`config.mk`:
```
export PLATFORM = sky130hd
export DESIGN_NAME = lsu_handshake
export DESIGN_NICKNAME = d
export VERILOG_FILES = /design/src/rtl/lsu_handshake.sv
export SDC_FILE = /design/constraint.sdc
export NUM_CORES = 1
export LEC_CHECK = 0
export CAP_MARGIN = 15
export CORE_ASPECT_RATIO = 0.8
export CORE_MARGIN = 3
export CORE_UTILIZATION = 35
export CTS_BUF_LIST = sky130_fd_sc_hd__clkbuf_2 sky130_fd_sc_hd__clkbuf_4 sky130_fd_sc_hd__clkbuf_8
export DETAILED_ROUTE_END_ITERATION = 8
export HOLD_SLACK_MARGIN = 0.03
export MAX_ROUTING_LAYER = met4
export PLACE_DENSITY = 0.68
export SKIP_LAST_GASP = 1
export SLEW_MARGIN = 20
export SYNTH_ARGS = -nofsm -noshare
export SYNTH_HDL_FRONTEND = slang
export SYNTH_SLANG_ARGS = --single-unit
```
`constraint.sdc`:
```
create_clock -name CLK -period 5.74 [get_ports CLK]
set_input_delay 1.148 -clock CLK [delete_from_list [all_inputs] [get_ports CLK]]
set_output_delay 1.148 -clock CLK [all_outputs]
set_load 0.01 [all_outputs]
```
`src/rtl/lsu_handshake.sv`:
```
// Load/store unit bridging the execute/memory stage to a variable-latency data memory.
// Optional macro LSU_PERF_EN adds saturating access / wait-cycle counters.
module lsu_handshake #(
    parameter int XLEN        = 32,
    parameter int ADDR_W      = 32,
    parameter int TIMEOUT_CYC = 64
) (
    input  logic                CLK,
    input  logic                rst,
    input  logic                req_load,
    input  logic                req_store,
    input  logic [ADDR_W-1:0]   req_addr,
    input  logic [XLEN-1:0]     req_wdata,
    input  logic [2:0]          req_funct3,
    output logic                stall,
    output logic [XLEN-1:0]     load_data,
    output logic                load_valid,
    output logic                fault,
    output logic [1:0]          fault_code,
    output logic [ADDR_W-1:0]   mem_addr,
    output logic [XLEN-1:0]     mem_wdata,
    output logic [XLEN/8-1:0]   mem_be,
    output logic                mem_rd_en,
    output logic                mem_wr_en,
    input  logic                mem_ready,
    input  logic [XLEN-1:0]     mem_rdata,
    output logic [31:0]         perf_accesses,
    output logic [31:0]         perf_wait_cycles
);
    localparam int NB = XLEN / 8;
    localparam int LW = $clog2(NB);
    localparam int CW = (TIMEOUT_CYC < 2) ? 1 : $clog2(TIMEOUT_CYC + 1);
    localparam logic [CW-1:0] TO_LAST = CW'(TIMEOUT_CYC - 1);

    typedef enum logic [1:0] {IDLE, BUSY, RESP} state_t;

    state_t          state_q;
    logic            dir_q;
    logic [2:0]      f3_q;
    logic [LW-1:0]   lane_q;
    logic [CW-1:0]   wait_q;
    logic [ADDR_W-1:0] mem_addr_q;
    logic [XLEN-1:0] mem_wdata_q, load_data_q;
    logic [NB-1:0]   mem_be_q;
    logic            rd_en_q, wr_en_q, load_valid_q, rfault_q;

    logic            req_any, illegal, misal, req_ok, req_fault, timeout_hit;
    logic [LW-1:0]   lane;
    logic [NB-1:0]   be_d;
    logic [XLEN-1:0] wdata_d, sh, ext;

    assign req_any = req_load | req_store;
    assign lane    = req_addr[LW-1:0];

    always_comb begin
        illegal = 1'b0;
        if (req_load && req_store)
            illegal = 1'b1;
        else if (req_load)
            illegal = (req_funct3 == 3'b111) ||
                      ((req_funct3 == 3'b011 || req_funct3 == 3'b110) && XLEN != 64);
        else if (req_store)
            illegal = req_funct3[2] || (req_funct3 == 3'b011 && XLEN != 64);
        case (req_funct3[1:0])
            2'b01:   misal = req_addr[0];
            2'b10:   misal = req_addr[1:0] != 2'b00;
            2'b11:   misal = req_addr[2:0] != 3'b000;
            default: misal = 1'b0;
        endcase
    end

    assign req_ok    = (state_q == IDLE) && req_any && !illegal && !misal;
    assign req_fault = !rst && (state_q == IDLE) && req_any && (illegal || misal);
    assign timeout_hit = (TIMEOUT_CYC != 0) && (wait_q == TO_LAST);

    // Bytes are replicated across lanes; wider sizes are shifted into their lane.
    always_comb begin
        case (req_funct3[1:0])
            2'b00:   be_d = NB'(1) << lane;
            2'b01:   be_d = NB'(2'b11) << lane;
            2'b10:   be_d = NB'(4'hF) << lane;
            default: be_d = '1;
        endcase
        wdata_d = (req_funct3[1:0] == 2'b00) ? {NB{req_wdata[7:0]}}
                                             : req_wdata << {lane, 3'b000};
    end

    always_comb begin
        sh = mem_rdata >> {lane_q, 3'b000};
        case (f3_q)
            3'b000:  ext = XLEN'($signed(sh[7:0]));
            3'b100:  ext = XLEN'(sh[7:0]);
            3'b001:  ext = XLEN'($signed(sh[15:0]));
            3'b101:  ext = XLEN'(sh[15:0]);
            3'b010:  ext = XLEN'($signed(sh[31:0]));
            3'b110:  ext = XLEN'(sh[31:0]);
            default: ext = sh;
        endcase
    end

    always_ff @(posedge CLK or posedge rst) begin
        if (rst) begin
            state_q      <= IDLE;
            dir_q        <= 1'b0;
            f3_q         <= '0;
            lane_q       <= '0;
            wait_q       <= '0;
            mem_addr_q   <= '0;
            mem_wdata_q  <= '0;
            mem_be_q     <= '0;
            rd_en_q      <= 1'b0;
            wr_en_q      <= 1'b0;
            load_data_q  <= '0;
            load_valid_q <= 1'b0;
            rfault_q     <= 1'b0;
        end else begin
            load_valid_q <= 1'b0;
            rfault_q     <= 1'b0;
            case (state_q)
                IDLE: if (req_ok) begin
                    state_q     <= BUSY;
                    dir_q       <= req_store;
                    f3_q        <= req_funct3;
                    lane_q      <= lane;
                    wait_q      <= '0;
                    mem_addr_q  <= {req_addr[ADDR_W-1:LW], LW'(0)};
                    mem_wdata_q <= wdata_d;
                    mem_be_q    <= be_d;
                    rd_en_q     <= req_load;
                    wr_en_q     <= req_store;
                end
                BUSY: if (mem_ready) begin
                    state_q <= RESP;
                    rd_en_q <= 1'b0;
                    wr_en_q <= 1'b0;
                    if (!dir_q) begin
                        load_data_q  <= ext;
                        load_valid_q <= 1'b1;
                    end
                end else if (timeout_hit) begin
                    state_q     <= RESP;
                    rd_en_q     <= 1'b0;
                    wr_en_q     <= 1'b0;
                    load_data_q <= '0;
                    rfault_q    <= 1'b1;
                end else if (wait_q != '1) begin
                    wait_q <= wait_q + 1'b1;
                end
                // RESP never looks at the request, so a held instruction is not reissued.
                default: state_q <= IDLE;
            endcase
        end
    end

    assign stall      = !rst && (req_ok || state_q == BUSY);
    assign fault      = rfault_q || req_fault;
    assign fault_code = rfault_q ? 2'b11 : (req_fault ? (illegal ? 2'b10 : 2'b01) : 2'b00);
    assign load_data  = load_data_q;
    assign load_valid = load_valid_q;
    assign mem_addr   = mem_addr_q;
    assign mem_wdata  = mem_wdata_q;
    assign mem_be     = mem_be_q;
    assign mem_rd_en  = rd_en_q;
    assign mem_wr_en  = wr_en_q;

`ifdef LSU_PERF_EN
    logic [31:0] perf_acc_q, perf_wait_q;
    always_ff @(posedge CLK or posedge rst) begin
        if (rst) begin
            perf_acc_q  <= '0;
            perf_wait_q <= '0;
        end else if (state_q == BUSY) begin
            if (mem_ready && perf_acc_q != '1)
                perf_acc_q <= perf_acc_q + 1'b1;
            else if (!mem_ready && perf_wait_q != '1)
                perf_wait_q <= perf_wait_q + 1'b1;
        end
    end
    assign perf_accesses    = perf_acc_q;
    assign perf_wait_cycles = perf_wait_q;
`else
    assign perf_accesses    = '0;
    assign perf_wait_cycles = '0;
`endif
endmodule

```
==> impl_metrics.tcl, run 1 <==
set metrics [dict create \
    worst-path-buf-inv 3 \
    relSlewSlack 0.416 \
    drtIter0Drc 304 \
    gr-total-overflow 0 \
    post-route-min-period_ns 4.63 \
    p_seq_frac 0.342 \
    cts_repair_resize_count 0 \
    grt_first_pass_wirelength_um 27000 \
    number_of_filler_instances_in_the_final_layout 1589 \
    cts_inserted_buffers 17 \
    number_of_global_route_vias_before_repair 4885 \
    critical_path_class "in2out" \
    status "complete, no violations" \
    post_dp_cell_area_um2 8400 \
    cts_post_setup_buffers_inserted 0 \
    synth_area_leaders "sky130_fd_sc_hd__dfrtp_1 45%, sky130_fd_sc_hd__mux2_1 11%, sky130_fd_sc_hd__buf_4 8.0%, sky130_fd_sc_hd__mux2i_1 5.0%, sky130_fd_sc_hd__o21ai_0 2.7%" \
    root_buffer "sky130_fd_sc_hd__clkbuf_8" \
    combinationalPowerShare 0.426 \
    top_level_port_count 275 \
    rsz0062_at_grt "no" \
    cap_viol_max_count 0 \
    port-buffer-count 208 \
    synth_async_sr_flop_share 1.00 \
    detail_route.drc_violations 0 \
    peak_per_stage_delay_on_the_critical_path_ns 0.59 \
    power.density_cell_area_nw_per_um2 450 \
    fmax_ghz 0.216 \
    end_kind "output pin" \
    startpoint_class_of_the_critical_path "input port" \
    synth.yosys.seq_area_share 0.454 \
    postRouteWirelength_um 18000 \
    die_h_um 127 \
    finalWeightedCongestion 0.804 \
    postSynthCellCount 581 \
    antenna_violating_nets_post_route 0 \
    clock_path_buffers 2 \
    synthFlopType "sky130_fd_sc_hd__dfrtp_1" \
    grt_start_max_net_pins 69 \
    grt_usage 0.177 \
    timing.critical_path.required_ns 4.59 \
    power.switching_fraction 0.325 \
    number_of_warning_messages_in_the_yosys_log 0 \
    post_route_cells_drive_above_1_share 0.0795 \
    syn-cell-area_um2 6450 \
    crit_arrival_ns 3.48 \
    synthDominantCellAreaShare 0.454 \
    wl_per_cell_um 17.7 \
    p_leak_nw 3.81 \
    maxSlewViolCount 0 \
    synth-seq-cells 117 \
    ir_worst_vdd_v 0.000178 \
    post-route-period-util 0.807 \
    nets 888 \
    num_vias 5068 \
    crit_top_cell "sky130_fd_sc_hd__clkdlybuf4s50_1" \
    setup.reg_to_reg.worst_slack_ns 3.35 \
    totalNegativeSetupSlack_ns 0 \
    htree_num_levels 4 \
    synth_enable_flop_cells 0 \
    report.power.total_mw 4.01 \
    viasPerCell 4.98 \
    clk_transition_reported_paths_ns 0.07 \
    worstSkewPairLatency_ns 0.45 \
    clock_tree_from_tritoncts "done" \
    hpwl_after_detailed_placement_um 12800 \
    crit_path_max_fanout 6 \
    floorplan.die.width_um 158 \
    tritoncts_num_sinks 117 \
    intPower_mw 2.71 \
    drt_pre_antenna_iters 5 \
    holdBufCountCts 0 \
    post_layout_instance_area_um2 8900 \
    worst_path_dominant_cell_family "buffers and inverters" \
    num_antenna_cells 0 \
    synth.lib_cells_used.distinct 63 \
    antenna_found_initial 0 \
    finalNonFillerCells 1017 \
    placement_rows 43 \
    place.detailed.instances 984 \
    setup_viol_count_final 0 \
    power.net_switching_mw 1.30 \
    critPathSlowestCell "sky130_fd_sc_hd__clkdlybuf4s50_1" \
    timing_worst_slew_pin_value_ns 0.876 \
    syn_area_per_cell_um2 11.1 \
    synth_top_area_cell "sky130_fd_sc_hd__dfrtp_1" \
    area_growth_syn_to_layout_pct 38.0 \
    finalHoldViolCount 0 \
    final.setup_skew_ns 0.0178 \
    worst_hold_path_type "reg2reg" \
    floorplan.core_area_um2 17700 \
    die_area_um2 20100 \
    initial_utilization 0.365 \
    clkPwrFrac 0.232 \
    crit_chain "clkdlybuf4s50_1, inv_1, ha_1, a211oi_1, nor3_4, or2_1, a21oi_1, clkdlybuf4s50_1" \
]
-- worst reg2reg max path, stage by stage, from the launching register on --
cell	delay [ns]
sky130_fd_sc_hd__dfrtp_1	0.55
sky130_fd_sc_hd__nor2_1	0.31
sky130_fd_sc_hd__o211ai_2	0.14
sky130_fd_sc_hd__buf_4	0.23
sky130_fd_sc_hd__nor2_8	0.38
sky130_fd_sc_hd__buf_12	0.31
sky130_fd_sc_hd__mux2_1	0.37
-- synth_stat cells, types with 12 or more instances --
library cell and number:
sky130_fd_sc_hd__o21ai_0 35, sky130_fd_sc_hd__o21ai_1 20, sky130_fd_sc_hd__a221o_1 16, sky130_fd_sc_hd__a21oi_1 15, sky130_fd_sc_hd__o2bb2ai_1 17, sky130_fd_sc_hd__mux2_1 62, sky130_fd_sc_hd__dfrtp_1 117, sky130_fd_sc_hd__clkbuf_1 12
sky130_fd_sc_hd__nand2_1 31, sky130_fd_sc_hd__mux2i_1 32, sky130_fd_sc_hd__buf_2 12, sky130_fd_sc_hd__buf_4 69
-- power groups by stage --
stage / Combinational (mW) / Clock, mW / Sequential [mW]
floorplan: 0.744 / 0 / 1.50
global placement: 1.71 / 0 / 1.38
detailed placement: 1.71 / 0 / 1.39
CTS: 1.73 / 0.954 / 1.38
global route: 1.84 / 0.994 / 1.42
finish: 1.71 / 0.929 / 1.37
-- routing by layer --
| layer | share of wire | track usage | vias to the layer above |
|---|---|---|---|
| met5 | 0 | - | - |
| met4 | 0.016 | 0.0454 | 0 |
| met3 | 0.063 | 0.0461 | 19 |
| met2 | 0.45 | 0.254 | 189 |
| met1 | 0.47 | 0.250 | 2473 |
| li1 | - | - | 2387 |
-- final cells by class --
class,count,area (µm²),share of cell area
multi-input cells,409,2970,0.334
flip-flops and latches,117,2930,0.329
repair buffers,220,2180,0.245
clock buffers,24,318,0.0357
well taps,225,282,0.0316
clock inverters,8,168,0.0188
inverters,14,55.1,0.00618
-- registers in the layout, summed over array words and instances, names as in the netlist --
register    cells
mem_wdata      32
load_valid      1
mem_addr       30
mem_wr_en       1
f3_q            3
load_data      32
rfault_q        1
wait_q          7
dir_q           1
lane_q          2
mem_rd_en       1
state_q         2
mem_be          4
-- cells in the final DEF (no fill, tap or decap), drive strengths merged, types with 15 or more instances in the layout --
cell type	count
dfrtp	117
conb	66
clkbuf	24
mux2	64
mux2i	32
o2bb2ai	17
a21oi	15
nand2	31
o21ai	55
a221o	16
clkdlybuf4s50	208
-- final timing paths --
check | startpoint | endpoint | depth (start not counted)
worst min register to register | mem_addr[30] | mem_addr[30] | 1
max in group asynchronous | rst | mem_addr[3] | 3
worst max-delay path | req_funct3[0] | stall | 8
worst max register to register | state_q[0] | mem_wdata[11] | 6
worst min-delay path | mem_addr[30] | mem_addr[30] | 1
min in group asynchronous | rst | mem_wdata[1] | 3
-- stage by stage --
step / hold slack [ns] / utilization / setup WS (ns)
after CTS: 0.489 / 0.502 / 1.13
after floorplan: 0.446 / - / 0.270
after detailed placement: 0.474 / 0.475 / 1.13
final: 0.484 / 0.503 / 1.11
after global routing: 0.503 / 0.503 / 0.963
after global placement: 0.466 / 0.475 / 1.14
-- cells by family (layout without fill, tap and decap cells) --
kind of cell               count (synthesis)  after routing  share of synthesized area
adders and majority gates                  5              5                    0.00969
other                                      1             66                   0.000581
DFF                                      117            117                      0.454
muxes                                     97             97                      0.165
AOI/OAI and AO/OA                        152            152                      0.168
buffers and inverters                    120            266                      0.124
and+or+nand+nor                           89             89                     0.0789
Note: power is estimated with default switching activity, not from simulation.
==> run 2, diff against run 1 <==
--- a/config.mk
+++ b/config.mk
@@ -13,7 +13,7 @@
 export DETAILED_ROUTE_END_ITERATION = 8
 export HOLD_SLACK_MARGIN = 0.03
 export MAX_ROUTING_LAYER = met4
-export PLACE_DENSITY = 0.68
+export PLACE_DENSITY = 0.71
 export SKIP_LAST_GASP = 1
 export SLEW_MARGIN = 20
 export SYNTH_ARGS = -nofsm -noshare
==> constraint.sdc (replaced) <==
create_clock -name CLK -period 4.2 [get_ports CLK]
set_input_delay 0.84 -clock CLK [delete_from_list [all_inputs] [get_ports CLK]]
set_output_delay 0.84 -clock CLK [all_outputs]
set_load 0.01 [all_outputs]
==> run 2 against run 1 <==
  * Core utilization is essentially flat
  * Hold slack better by 0.0018 ns
  * Sequential power is 42% higher
  * Clock skew down 0.0081 ns
==> impl_metrics.tcl, run 2 (synthesized netlist as in run 1, its figures left out) <==
set metrics [dict create \
    crit_path_max_fanout 5 \
    htree_num_levels 4 \
    post-route-period-util 0.960 \
    crit_arrival_ns 3.19 \
    post_route_cells_drive_above_1_share 0.0830 \
    finalHoldViolCount 0 \
    detail_route.drc_violations 0 \
    fmax_ghz 0.248 \
    layout.cells.most_common_list "208 x sky130_fd_sc_hd__clkdlybuf4s50_1, 117 x sky130_fd_sc_hd__dfrtp_1, 66 x sky130_fd_sc_hd__conb_1" \
    wl_per_cell_um 17.8 \
    root_buffer "sky130_fd_sc_hd__clkbuf_8" \
    power.density_cell_area_nw_per_um2 607 \
    area_growth_syn_to_layout_pct 37.9 \
    cts_post_setup_buffers_inserted 0 \
    cts_repair_resize_count 0 \
    number_of_global_route_vias_before_repair 4995 \
    power.net_switching_mw 1.77 \
    setup_slack_after_placement_ns 0.223 \
    clkPwrFrac 0.220 \
    ir_worst_vdd_v 0.000249 \
    layout.cells.most_common "sky130_fd_sc_hd__clkdlybuf4s50_1" \
    number_of_filler_instances_in_the_final_layout 1601 \
    postRouteWirelength_um 18200 \
    end_kind "output pin" \
    final.setup_skew_ns 0.00968 \
    timing_worst_slew_pin_value_ns 1.01 \
    die_h_um 127 \
    clock_path_buffers 2 \
    grt_usage 0.180 \
    critical_path_class "in2out" \
    hpwl_after_detailed_placement_um 13300 \
    placement_rows 43 \
    initial_utilization 0.365 \
    p_seq_frac 0.358 \
    cap_viol_max_count 0 \
    crit_top_cell "sky130_fd_sc_hd__clkdlybuf4s50_1" \
    setup_viol_count_final 0 \
    drtIter0Drc 392 \
    peak_per_stage_delay_on_the_critical_path_ns 0.60 \
    relSlewSlack 0.326 \
    worst_hold_slack_ns 0.486 \
    rsz0062_at_grt "no" \
    floorplan.core_area_um2 17700 \
    top_level_port_count 275 \
    worstSkewPairLatency_ns 0.44 \
    crit_chain "clkdlybuf4s50_1, inv_1, ha_1, a211oi_1, nor3_4, or2_1, a21oi_1, clkdlybuf4s50_1" \
    critPathSlowestCell "sky130_fd_sc_hd__clkdlybuf4s50_1" \
    startpoint_class_of_the_critical_path "input port" \
    antenna_violating_nets_post_route 0 \
    postLayoutCoreUtil 0.503 \
    intPower_mw 3.63 \
    post-route-min-period_ns 4.03 \
    grt_first_pass_wirelength_um 27700 \
    tritoncts_num_sinks 117 \
    maxSlewViolCount 0 \
    antenna_found_initial 1 \
    setup_slack_ns 0.169 \
    clk_transition_reported_paths_ns 0.07 \
    totalNegativeSetupSlack_ns 0 \
    die_area_um2 20100 \
    power.switching_fraction 0.328 \
    worst_hold_path_type "reg2reg" \
    timing.critical_path.required_ns 3.36 \
    holdBufCountCts 0 \
    num_vias 5103 \
    floorplan.die.width_um 158 \
    viasPerCell 5.00 \
    drt_pre_antenna_iters 5 \
    p_leak_nw 3.81 \
    clock_tree_from_tritoncts "done" \
    port-buffer-count 208 \
    combinationalPowerShare 0.422 \
    gr-total-overflow 0 \
    nets 891 \
    grt_start_max_net_pins 60 \
    status "complete, no violations" \
    finalWeightedCongestion 0.843 \
    cts_inserted_buffers 17 \
]
## run 2: worst paths after layout
check / startpoint / end / slack, ns / cells past startpoint
max reg2reg: lane_q[0] / load_data[30] / 1.86 / 5
min reg2reg: mem_addr[17] / mem_addr[17] / 0.49 / 1
min: mem_addr[17] / mem_addr[17] / 0.49 / 1
max in group asynchronous: rst / mem_be[3] / 2.15 / 4
min in group asynchronous: rst / dir_q / 0.96 / 3
max: req_funct3[0] / stall / 0.17 / 8
## run 2: metrics by stage
stage               cell area [µm²]  total power, mW  instances
finish                         8900             5.40       1021
global route                   8900             5.74       1021
CTS                            8900             5.47       1020
global placement               8440             4.23        988
floorplan                      6700             3.06        646
detailed placement             8440             4.25        988
## run 2: final cells by class
type                       instances  area (µm²)  share of cell area
multi-input combinational        409        2970               0.334
sequential                       117        2930               0.329
timing repair buffer             223        2210               0.248
clock buffer                      24         312              0.0350
tap                              225         282              0.0316
clock inverter                     8         145              0.0163
inverter                          14        56.3             0.00632
antenna                            1        2.50            0.000281
## run 2: per-layer routing
layer  share of wire  wire length (µm)  track usage  up-vias
met3           0.077              1400       0.0593       10
met5               0                 0            -        -
li1                -                 -            -     2408
met4          0.0077               140       0.0357        0
met1            0.47              8540        0.253     2490
met2            0.45              8100        0.257      195
## run 2: power by group through the flow
stage	combinational, mW	clock [mW]	sequential (mW)
finish	2.28	1.19	1.94
global placement	2.28	0	1.94
detailed placement	2.30	0	1.95
floorplan	1.02	0	2.05
global route	2.46	1.27	2.01
CTS	2.31	1.22	1.94
## run 2: worst max-delay path, delay by kind of cell
family | cells | cell delay, ns
AOI/OAI and AO/OA | 2 | 0.52
adders and majority gates | 1 | 0.26
buffers and inverters | 3 | 1.21
and+or+nand+nor | 2 | 0.35
